==> src/rtl/rr_ring_arbiter.sv <==
// Round-robin arbiter with a one-hot ring pointer and a per-grant hold limit.
// A grant is released when its request drops or after MAX_HOLD cycles (preempt).
module rr_ring_arbiter #(
  parameter int unsigned N        = 4,
  parameter int unsigned MAX_HOLD = 8
) (
  input  logic         clock,
  input  logic         reset,
  input  logic [N-1:0] req,
  output logic [N-1:0] grant,
  output logic [N-1:0] ptr,
  output logic         busy,
  output logic         preempt
);

  localparam int unsigned CW = $clog2(MAX_HOLD + 1);
  localparam logic [CW-1:0] HOLD_LIMIT = CW'(MAX_HOLD);

  typedef enum logic {
    IDLE  = 1'b0,
    GRANT = 1'b1
  } state_e;

  state_e        state_q;
  logic [N-1:0]  grant_q;
  logic [N-1:0]  ptr_q;
  logic [CW-1:0] cnt_q;
  logic          preempt_q;

  logic [N-1:0]  sel_d;
  logic [N-1:0]  ptr_d;
  logic          held;
  logic          found;
  int unsigned   ptr_idx;
  int unsigned   idx;

  // First set request scanning upward from the pointer position, with wrap.
  always_comb begin
    ptr_idx = 0;
    for (int unsigned i = 0; i < N; i++) begin
      if (ptr_q[i]) ptr_idx = i;
    end
    sel_d = '0;
    found = 1'b0;
    idx   = 0;
    for (int unsigned k = 0; k < N; k++) begin
      idx = (ptr_idx + k) % N;
      if (!found && req[idx]) begin
        sel_d[idx] = 1'b1;
        found      = 1'b1;
      end
    end
  end

  assign held  = |(grant_q & req);
  assign ptr_d = {grant_q[N-2:0], grant_q[N-1]};

  always_ff @(posedge clock or posedge reset) begin
    if (reset) begin
      state_q   <= IDLE;
      grant_q   <= '0;
      ptr_q     <= {{(N-1){1'b0}}, 1'b1};
      cnt_q     <= '0;
      preempt_q <= 1'b0;
    end else begin
      preempt_q <= 1'b0;
      case (state_q)
        IDLE: begin
          if (|req) begin
            state_q <= GRANT;
            grant_q <= sel_d;
            cnt_q   <= CW'(1);
          end
        end
        GRANT: begin
          if (held && (cnt_q != HOLD_LIMIT)) begin
            cnt_q <= cnt_q + CW'(1);
          end else begin
            state_q   <= IDLE;
            grant_q   <= '0;
            cnt_q     <= '0;
            ptr_q     <= ptr_d;
            preempt_q <= held;
          end
        end
        default: state_q <= IDLE;
      endcase
    end
  end

  assign grant   = grant_q;
  assign ptr     = ptr_q;
  assign busy    = (state_q == GRANT);
  assign preempt = preempt_q;

endmodule

==> config.mk <==
export PLATFORM = sky130hd
export DESIGN_NAME = rr_ring_arbiter
export DESIGN_NICKNAME = d
export VERILOG_FILES = /design/src/rtl/rr_ring_arbiter.sv
export SDC_FILE = /design/constraint.sdc
export NUM_CORES = 1
export LEC_CHECK = 0
export CAP_MARGIN = 20
export CORE_MARGIN = 4
export CORE_UTILIZATION = 53
export DETAILED_ROUTE_END_ITERATION = 16
export PLACE_DENSITY = 0.8
export SKIP_CTS_REPAIR_TIMING = 1
export SYNTH_ARGS = -nofsm -noshare
export SYNTH_HDL_FRONTEND = slang
export SYNTH_SLANG_ARGS = --single-unit
export TNS_END_PERCENT = 100
==> constraint.sdc <==
create_clock -name clock -period 2.6 [get_ports clock]
set_clock_uncertainty 0.15 [all_clocks]
set_input_delay 0.52 -clock clock [delete_from_list [all_inputs] [get_ports clock]]
set_output_delay 0.52 -clock clock [all_outputs]
set_load 0.01 [all_outputs]
==> out/summary.md <==
• 4 — first-pass iteration count of the detailed router
• 120 — Syn Inst Count
• flip-flop — endpoint kind of the worst setup timing path
• 5.71 — drt via density
• 14 — register bit total from synthesis
• 0 ns — Total Negative Setup Slacks
• 1250 sq um — post-detailed-placement cell area
• 2.51 ns — signal arrival time at the worst endpoint
• 21.8% — area added between synthesis and finish
• 23 — DRC violation total after the first TritonRoute iteration
• 53.0 microns — Vert. Die Dim
• 3 — number of CTS-inserted buffers
• 7 — Max FO, Critical Path
• done — clock tree from TritonCTS
• 14.0% — share of post-route cells with drive strength above 1
• dfrtp_1 — biggest area consumer among synthesized cells
• 2.30 mm — total wire length after detailed routing
• 14.1 microns — wire length per cell
• 8.94 sq um — average size of a mapped cell
• 1070 sq um — summed instance area of the synthesized netlist
• 0 — number of antenna violations at the first check in global routing
• flip-flop — Worst Setup Start Kind
• 0 — Yosys Warn Count
• clkbuf_4 — clock root buffer
• completed — status
• 0 — remaining antenna violation count after routing
• 407 MHz — top achievable clock speed
• 2.65 ns — required time at the worst-slack endpoint
• 38 — count of unique library cells instantiated by Yosys
• 100% — FFs w/ async S/R, synth
• 172 — Filler cells
• 16 — Row Count
• 136 — Synth Net Count
• 55.2% — starting density of the core
• 927 — vias in the first global route
• 0.000909 W — internal power summed over all cells
• 0.000670 W — switching power
• 53.0 microns — die width
• 0.27 ns — clock insertion delay at the later pin of the skew report
• 1 — number of H-tree branching levels
• 1310 sq um — post-route design area
• 0 — Final Slew Violations
• 0.535 nW — leakage power figure
• 0 — drc violations
• no — RSZ-0062 raised after global routing
• 94.6% — post-route clock period utilization
• 11.7% — adder-cell share of the synthesized area
• 32.8% — sequential-to-total area share from yosys stat
• flip-flop to flip-flop — type of the tightest min-delay check
• 16 — number of placed I/O pins
• compound AO/OA/AOI/OAI gates — combinational family with the most area after synthesis
• 0 — Post-synth EDFFs
• 15 x clkdlybuf4s50_1, 13 x dfrtp_1, 11 x o21ai_0 — commonest cells after routing, fill and taps aside
• 0.514 ns — transition time at the pin with the least slew margin
• 930 — Via Count
• dfrtp_1 30%, ha_1 12%, mux2_2 5.3% — leading cell types by total area after synthesis
• 703 uV — VDD IR max
• 7.12% — post-synthesis mux area share
• 14 — sinks on the clock net
• clkdlybuf4s50_1 — most common cell after layout, fill and taps aside
• 30.3% — fraction of synthesized cell area taken by the top area cell type
• 0 — Antenna diodes
• 7 — R2R cell count
• 2810 sq um — Die Area
• 1940 sq um — core footprint
• 159 — total instance count after detailed placement
• 1210 nW/um^2 — pwr/cell area
• 0.817% — fraction of synthesized cell area in xor and xnor cells
• 153 — # nets final
• 0.08 ns — clock edge transition at the registers on the reported setup and hold paths
• 1.78 mm — placed wire-length estimate after detailed placement
• 0 — number of hold violations in the final report
• 0 — total overflow reported by the global router
• 19.4% — simple-gate portion of the synthesized area
• flip-flop to flip-flop — critical setup path kind
• 42.4% — switching portion of total power
• dfrtp_1 — most instantiated flip-flop cell in the synthesis netlist
• 0.831 — Final GP Congestion
• 0 — Final setup violation count
• 63.4% — combinational cell fraction of total power
• 163 — non-filler instance count after layout
• 19.3% — GRT Resource Usage Total
• 15 — pin count of the biggest net entering global routing
• 65.7% — max-slew headroom at the worst pin
• 22.1% — area fraction in compound gates after synthesis
• 9.6% — clock network fraction of design power
• 1 — Min-Delay Path Depth
• 27.0% — sequential power share
• 15 — number of port buffers
• 0 — max-cap viol count
• 2.46 ns — Min Clock Period, post-route
• 4.10 mm — wire length of the first global-routing pass
• 2 — CTS max path bufs
-- critical path, stage by stage, from the launching register on --
cell,delay (ns)
dfrtp_1,0.42
nor2b_2,0.17
or2_4,0.29
ha_4,0.31
mux2_2,0.37
o32ai_4,0.35
a221oi_1,0.15
a31oi_1,0.18
-- kinds of logic after synthesis --
| family | count (synthesis) |
|---|---|
| simple gates | 38 |
| compound gates | 36 |
| buf+inv | 14 |
| flops | 14 |
| fa+ha+maj | 10 |
| mux | 7 |
| xor+xnor | 1 |
-- synth_stat cells (all sizes together), types with 2 or more instances --
library cell / number
dfrtp: 13
o21ai: 11
ha: 10
nand2: 10
nor2: 10
a21oi: 7
inv: 7
buf: 5
mux2: 5
a221oi: 4
a31oi: 4
nor2b: 3
nor3b: 3
or2: 3
a22o: 2
clkbuf: 2
mux2i: 2
nand3b: 2
nor4b: 2
o22ai: 2
o32ai: 2
-- flip-flops by register name, summed over array words and instances (netlist names) --
name,count
cnt_q,4
grant,4
ptr,4
busy,1
preempt,1
-- layer usage --
metal	vias up	GRT usage (%)	wire (microns)
met1	440	24.0	1010
met2	20	34.5	1210
met3	2	1.69	65
met5	-	0	0
met4	0	6.81	13
li1	468	-	-
-- stage by stage --
stage / power [W] / setup WS, ns / hold slack (ns) / utilization, %
after floorplan: 0.00105 / 0.156 / 0.259 / -
after CTS: 0.00152 / 0.0157 / 0.386 / 66.0
after detailed placement: 0.00136 / 0.0445 / 0.375 / 64.2
after global placement: 0.00133 / 0.131 / 0.362 / 64.2
after global routing: 0.00173 / 0.0136 / 0.404 / 67.3
final: 0.00158 / 0.141 / 0.387 / 67.3
-- cell type report --
type                       instances  area, sq um  share of cell area (%)
inverter                           7         26.3                    2.01
tap                               27         33.8                    2.59
multi-input combinational         92          678                    51.9
clock buffer                       4         36.3                    2.78
timing repair buffer              19          180                    13.8
sequential                        14          352                    26.9
-- worst paths after layout --
check                               from  endpoint  slack (ns)
worst max-delay path              ptr[1]  grant[2]        0.14
worst min-delay path            cnt_q[0]  cnt_q[0]        0.39
worst max register to register    ptr[1]  grant[2]        0.14
worst min register to register  cnt_q[0]  cnt_q[0]        0.39
max in group asynchronous          reset    ptr[0]        1.52
min in group asynchronous          reset      busy        0.42
-- power groups by stage --
stage / registers [W] / clock network (W) / logic [W]
finish: 0.000426 / 0.000151 / 0.00100
global route: 0.000447 / 0.000167 / 0.00111
CTS: 0.000425 / 0.000155 / 0.000941
detailed placement: 0.000428 / 0 / 0.000936
global placement: 0.000424 / 0 / 0.000906
floorplan: 0.000419 / 0 / 0.000636
No activity file was read; power rests on OpenSTA's default activity.
